**config.mk**
```make
export PLATFORM = sky130hd
export DESIGN_NAME = sd_crc_gen_flat
export DESIGN_NICKNAME = d
export VERILOG_FILES = /design/src/rtl/sd_crc_gen_if.sv /design/src/rtl/sd_crc_gen.sv /design/src/flat_wrapper.sv
export SDC_FILE = /design/constraint.sdc
export NUM_CORES = 1
export LEC_CHECK = 0
export ABC_AREA = 1
export BUFFER_PORTS_ARGS = -buffer_cell sky130_fd_sc_hd__buf_2
export CORE_MARGIN = 10
export CORE_UTILIZATION = 30
export CTS_CLUSTER_DIAMETER = 200
export CTS_CLUSTER_SIZE = 24
export DETAILED_ROUTE_END_ITERATION = 6
export GPL_ROUTABILITY_DRIVEN = 0
export MAX_ROUTING_LAYER = met4
export PLACE_DENSITY_LB_ADDON = 0.1
export SLEW_MARGIN = 10
export SYNTH_ARGS = -nofsm -noshare
export SYNTH_HDL_FRONTEND = slang
export SYNTH_SLANG_ARGS = --single-unit
```
**constraint.sdc**
```tcl
create_clock -name clk_i -period 1.1 [get_ports clk_i]
set_input_delay 0.22 -clock clk_i [delete_from_list [all_inputs] [get_ports clk_i]]
set_output_delay 0.22 -clock clk_i [all_outputs]
set_load 0.05 [all_outputs]
```
**src/rtl/sd_crc_gen_if.sv**
```systemverilog
// sd_crc_gen_if: control/data bundle between the SD framers and the CRC engine.
// With SD_CRC_CHECK_EN defined it also carries chk (check request) and err (per-lane result).
interface sd_crc_gen_if #(
   parameter int unsigned CRC_W = 7,
   parameter int unsigned LANES = 1
) ();

   logic                     clr;
   logic [LANES-1:0]         din;
   logic                     en;
   logic                     fin;
   logic [LANES-1:0]         dout;
   logic                     out_vld;
   logic                     busy;
   logic                     done;
   logic [LANES*CRC_W-1:0]   crc;
`ifdef SD_CRC_CHECK_EN
   logic                     chk;
   logic [LANES-1:0]         err;
`endif

   modport master (
      output clr, din, en, fin,
`ifdef SD_CRC_CHECK_EN
      output chk,
      input  err,
`endif
      input  dout, out_vld, busy, done, crc
   );

   modport slave (
      input  clr, din, en, fin,
`ifdef SD_CRC_CHECK_EN
      input  chk,
      output err,
`endif
      output dout, out_vld, busy, done, crc
   );

endinterface

```
**src/rtl/sd_crc_gen.sv**
```systemverilog
// sd_crc_gen: CRC7/CRC16 engine for the SD host, one register per lane, MSB-first shift-out
// followed by an end bit. Define SD_CRC_CHECK_EN to add receive-side CRC/end-bit checking.
module sd_crc_gen #(
   parameter int unsigned      CRC_W = 7,
   parameter logic [CRC_W-1:0] POLY  = 7'h09,
   parameter int unsigned      LANES = 1
) (
   input  logic         clk_i,
   input  logic         rst_i,
   sd_crc_gen_if.slave  bus_io
);

   localparam int unsigned     CntW    = $clog2(CRC_W);
   localparam logic [CntW-1:0] CntLast = CntW'(CRC_W - 1);

   localparam logic [1:0] StIdle  = 2'd0;
   localparam logic [1:0] StCalc  = 2'd1;
   localparam logic [1:0] StShift = 2'd2;
   localparam logic [1:0] StEndb  = 2'd3;

   logic [1:0]                  state_q, state_d;
   logic [CntW-1:0]             cnt_q, cnt_d;
   logic [LANES-1:0][CRC_W-1:0] crc_q, crc_d, crc_abs;
   logic [LANES-1:0]            out_q, out_d;
   logic                        out_vld_q, out_vld_d;
   logic                        busy_q, busy_d;
   logic                        done_q, done_d;
`ifdef SD_CRC_CHECK_EN
   logic                        chk_q, chk_d;
   logic [LANES-1:0]            err_q, err_d;
`endif

   function automatic logic [CRC_W-1:0] crc_step(input logic [CRC_W-1:0] c, input logic b);
      logic fb;
      fb = b ^ c[CRC_W-1];
      return {c[CRC_W-2:0], 1'b0} ^ (fb ? POLY : '0);
   endfunction

   always_comb begin
      for (int l = 0; l < int'(LANES); l++) begin
         crc_abs[l] = crc_step(crc_q[l], bus_io.din[l]);
      end
   end

   always_comb begin
      state_d   = state_q;
      cnt_d     = cnt_q;
      crc_d     = crc_q;
      out_d     = '0;
      out_vld_d = 1'b0;
      busy_d    = 1'b0;
      done_d    = 1'b0;
`ifdef SD_CRC_CHECK_EN
      chk_d     = chk_q;
      err_d     = err_q;
`endif

      case (state_q)
         StIdle, StCalc: begin
            if (bus_io.en) begin
               crc_d   = crc_abs;
               state_d = StCalc;
            end
            // A bit absorbed with FIN is folded in before the first CRC bit is presented.
            if (bus_io.fin) begin
               state_d   = StShift;
               cnt_d     = '0;
               out_vld_d = 1'b1;
               busy_d    = 1'b1;
               for (int l = 0; l < int'(LANES); l++) begin
                  out_d[l] = crc_d[l][CRC_W-1];
                  crc_d[l] = {crc_d[l][CRC_W-2:0], 1'b0};
               end
`ifdef SD_CRC_CHECK_EN
               chk_d = bus_io.chk;
               err_d = '0;
`endif
            end
         end

         StShift: begin
            out_vld_d = 1'b1;
            busy_d    = 1'b1;
            if (cnt_q == CntLast) begin
               out_d   = '1;
               state_d = StEndb;
            end else begin
               cnt_d = cnt_q + 1'b1;
               for (int l = 0; l < int'(LANES); l++) begin
                  out_d[l] = crc_q[l][CRC_W-1];
                  crc_d[l] = {crc_q[l][CRC_W-2:0], 1'b0};
               end
            end
`ifdef SD_CRC_CHECK_EN
            // out_q holds the CRC bit being presented this cycle.
            if (chk_q) begin
               err_d = err_q | (bus_io.din ^ out_q);
            end
`endif
         end

         StEndb: begin
            done_d  = 1'b1;
            state_d = StIdle;
            cnt_d   = '0;
            crc_d   = '0;
`ifdef SD_CRC_CHECK_EN
            if (chk_q) begin
               err_d = err_q | ~bus_io.din;
            end
            chk_d = 1'b0;
`endif
         end

         default: begin
            state_d = StIdle;
            cnt_d   = '0;
            crc_d   = '0;
         end
      endcase

      if (bus_io.clr) begin
         state_d   = StIdle;
         cnt_d     = '0;
         crc_d     = '0;
         out_d     = '0;
         out_vld_d = 1'b0;
         busy_d    = 1'b0;
         done_d    = 1'b0;
`ifdef SD_CRC_CHECK_EN
         chk_d     = 1'b0;
         err_d     = '0;
`endif
      end
   end

   always_ff @(posedge clk_i or posedge rst_i) begin
      if (rst_i) begin
         state_q   <= StIdle;
         cnt_q     <= '0;
         crc_q     <= '0;
         out_q     <= '0;
         out_vld_q <= 1'b0;
         busy_q    <= 1'b0;
         done_q    <= 1'b0;
`ifdef SD_CRC_CHECK_EN
         chk_q     <= 1'b0;
         err_q     <= '0;
`endif
      end else begin
         state_q   <= state_d;
         cnt_q     <= cnt_d;
         crc_q     <= crc_d;
         out_q     <= out_d;
         out_vld_q <= out_vld_d;
         busy_q    <= busy_d;
         done_q    <= done_d;
`ifdef SD_CRC_CHECK_EN
         chk_q     <= chk_d;
         err_q     <= err_d;
`endif
      end
   end

   assign bus_io.dout    = out_q;
   assign bus_io.out_vld = out_vld_q;
   assign bus_io.busy    = busy_q;
   assign bus_io.done    = done_q;
   assign bus_io.crc     = crc_q;
`ifdef SD_CRC_CHECK_EN
   assign bus_io.err     = err_q;
`endif

endmodule

```
**src/flat_wrapper.sv**
```systemverilog
// flat-port wrapper written by rule: the top's interface ports become plain ports
module sd_crc_gen_flat 
#(
   parameter int unsigned      CRC_W = 7,
   parameter logic [CRC_W-1:0] POLY  = 7'h09,
   parameter int unsigned      LANES = 1
)
  (clk_i, rst_i, bus_io_clr, bus_io_din, bus_io_en, bus_io_fin, bus_io_dout, bus_io_out_vld, bus_io_busy, bus_io_done, bus_io_crc);
  sd_crc_gen_if #(.CRC_W(CRC_W), .LANES(LANES)) bus_io_i ();
  input  logic clk_i;
  input  logic rst_i;
  input wire logic [$bits(bus_io_i.clr)-1:0] bus_io_clr;
  input wire logic [$bits(bus_io_i.din)-1:0] bus_io_din;
  input wire logic [$bits(bus_io_i.en)-1:0] bus_io_en;
  input wire logic [$bits(bus_io_i.fin)-1:0] bus_io_fin;
  output wire logic [$bits(bus_io_i.dout)-1:0] bus_io_dout;
  output wire logic [$bits(bus_io_i.out_vld)-1:0] bus_io_out_vld;
  output wire logic [$bits(bus_io_i.busy)-1:0] bus_io_busy;
  output wire logic [$bits(bus_io_i.done)-1:0] bus_io_done;
  output wire logic [$bits(bus_io_i.crc)-1:0] bus_io_crc;
  assign bus_io_i.clr = bus_io_clr;
  assign bus_io_i.din = bus_io_din;
  assign bus_io_i.en = bus_io_en;
  assign bus_io_i.fin = bus_io_fin;
  assign bus_io_dout = bus_io_i.dout;
  assign bus_io_out_vld = bus_io_i.out_vld;
  assign bus_io_busy = bus_io_i.busy;
  assign bus_io_done = bus_io_i.done;
  assign bus_io_crc = bus_io_i.crc;
  sd_crc_gen #(.CRC_W(CRC_W), .POLY(POLY), .LANES(LANES)) u_core (.clk_i(clk_i), .rst_i(rst_i), .bus_io(bus_io_i));
endmodule
```
==> qor.yml <==
synth:
  yosys_register_bits: 15
  synth_cell_types: 23
  synth_enable_flop_cells: 0
  synthTopCellsByArea: "dfrtp_1 (39%), nand2_1 (20%), nand3_1 (6.3%), inv_1 (5.1%), o21ai_0 (4.7%)"
  synth_common_cells: "nand2_1 (50), dfrtp_1 (15), inv_1 (13)"
  async_flop_share: 1.000
  synth_area_um2: 952.2
  synth-seq-area-share: 0.3942
  synthFlopType: "dfrtp_1"
  yosysMostFrequentCell: "nand2_1"
  synth_nets: 138
  synthesis.yosys.warnings: 0
  synth.avg_cell_area_um2: 7.324
  synth_top_area_frac: 0.3942
  yosysTopAreaCell: "dfrtp_1"
  synth_cells: 130
sta:
  finalCritPeriodShare: 1.125
  period_needed_ns: 1.237
  setup-violations-final: 14
  worst_pin_slew_ns: 0.2387
  slew_headroom: 0.8409
  setup_ws_ns: -0.1372
  finalMaxSlewViolations: 0
  timing_hold_violations_final: 0
  max_freq_mhz: 808.3
  rsz0062_at_grt: "yes"
  clock_skew_ns: 0.002396
  finalSetupTns_ns: -1.042
worst_setup_path:
  critPathLaunchType: "register"
  timing_worst_setup_path_type: "reg2reg"
  cp_data_arrival_time_ns: 1.41
  path_cells: "buf_4, ha_2, or2_2, nand4_1, o21ai_1"
  slowest_delay_ns: 0.39
  crit_path_top_delay_cell: "dfrtp_1"
  crit_fanout: 2
  worstPathRequired_ns: 1.27
  startpoint: "u_core.cnt_q[0]"
  r2r_start: "u_core.cnt_q[0]"
  end_kind: "register"
layout:
  antennaDiodeCount: 0
  syn2layout_area_growth_pct: 41.52
  num-nets-final: 175
  drive_gt1_frac: 0.3976
floorplanning:
  initial_core_util: 0.3119
  core_um2: 3053
  fp.dieW_um: 76.34
  rows: 20
  die_h_um: 76.34
  dieArea_um2: 5827
  num_io_pins: 17
place:
  hpwlAfterDp_mm: 1.845
  portBuffers: 16
  preCtsSetupSlack_ns: -0.1689
cts:
  clkTransAtPathRegs_ns: 0.10
  tritoncts: "built"
  htree_levels: 1
  cts.root.buffer_cell: "clkbuf_4"
  clockBufferDepth: 2
  clk_latency_ns: 0.28
  cts-buffers-inserted: 3
  cts_num_sinks: 15
job:
  drv_cap: 0
global_route:
  grt_pass1_wl_mm: 4.402
  antenna_found_initial: 0
  grt_remaining_overflow: 0
  grt_pass1_vias: 939
  groute.usage.overall: 0.09219
  grt_max_degree: 16
power:
  p_leak_uw: 0.0006672
  peakVddDrop_mv: 0.9064
  cellPowerDensity_nw_per_um2: 1067
route:
  drt_first_pass_iters: 4
  drtIter0Drc: 70
  ant_nets: 0
  vias: 912
  routedWlPerCell_um: 11.71
  routed_wl_mm: 2.460
  viasPerCell: 4.343
  route.detailed.drc: 0
status:
  violations: "setup timing"
  status: "finished, violations left"
min_path:
  min_from: "bus_io_clr"
  hold_path_class: "in2reg"
==> where the power goes <==
| part | switching (uW) | internal [uW] | total, uW |
|---|---|---|---|
| clock network | 185 | 141 | 326 |
| registers | 39.9 | 589 | 629 |
| logic | 289 | 193 | 483 |
| total | 514 | 923 | 1440 |
==> area by class of cell <==
class	instances	area (um^2)
fill	336	1705
clock buffer	4	26.28
sequential	15	385.4
tap	44	55.05
inverter	15	63.81
timing repair buffer	35	294.0
multi-input combinational	97	523.0
==> through the flow <==
stage	hold WS (ns)	std cells	area, um^2	power (uW)	util
2_1_floorplan	0.1210	130	965.9	914.9	-
3_3_place_gp	0.2341	197	1150	1033	0.3766
3_5_place_dp	0.2384	197	1150	1031	0.3766
4_1_cts	0.1921	209	1305	1436	0.4275
5_1_grt	0.1843	210	1348	1545	0.4414
6_report	0.2004	210	1348	1438	0.4414
==> placed cells by master (no fill, tap or decap), types with 2 or more instances in the layout <==
cell / synthesis / final
a21oi_1: 3 / 2
buf_2: 0 / 5
buf_4: 2 / 19
buf_6: 1 / 9
clkbuf_4: 0 / 3
dfrtp_1: 15 / 7
dfrtp_2: 0 / 8
ha_2: 0 / 2
inv_1: 13 / 12
nand2_1: 50 / 47
nand2_2: 3 / 5
nand3_1: 12 / 12
nand4_1: 2 / 2
nor2_1: 5 / 3
nor2_4: 2 / 4
o21ai_0: 9 / 5
o21ai_1: 1 / 5
or2_2: 2 / 2
==> worst paths after layout <==
path	endpoint	slack (ns)	cells past startpoint
setup / recovery	u_core.cnt_q[2]	-0.14	5
hold / removal	u_core.bus_io.done	0.20	2
setup reg to reg	u_core.cnt_q[2]	-0.14	5
hold reg to reg	u_core.cnt_q[1]	0.54	2
max in group asynchronous	u_core.bus_io.crc[4]	0.42	4
min in group asynchronous	u_core.bus_io.dout	0.48	4
==> what timing repair did <==
action / CTS / global route
resized for setup: 24 / 14
setup endpoints to repair: 21 / 23
pin swaps: 2 / 9
hold buffers: 1 / 0
hold endpoints to repair: 15 / 0
buffers inserted: 7 / 1
==> critical path, delay by kind of cell, from the launching register on <==
family                   cells  cell delay [ns]
AO/OA/AOI/OAI                1             0.06
adder cells (fa/ha/maj)      1             0.18
buffers and inverters        1             0.14
flip-flops                   1             0.39
AND/OR/NAND/NOR              2             0.36
==> layer usage <==
metal | share of wire | track usage | vias up
met5 | 0 | - | -
met4 | 0.0073 | 0.02416 | 0
met3 | 0.043 | 0.03302 | 2
met2 | 0.46 | 0.1454 | 17
met1 | 0.49 | 0.1086 | 410
li1 | - | - | 483
==> flip-flops by register name (all words and copies together) (netlist names) <==
signal                 count
u_core.bus_io.crc          7
u_core.bus_io.done         1
u_core.bus_io.dout         1
u_core.bus_io.out_vld      1
u_core.cnt_q               3
u_core.state_q             2
==> logic make-up (layout without fill, tap and decap cells) <==
| family | Yosys count | count (layout) | share of synthesized area |
|---|---|---|---|
| fa+ha+maj | 2 | 2 | 0.02628 |
| simple gates | 80 | 80 | 0.4008 |
| flops | 15 | 15 | 0.3942 |
| compound gates | 15 | 15 | 0.08409 |
| buf+inv | 18 | 54 | 0.09462 |
No activity file was read; power rests on OpenSTA's default activity.
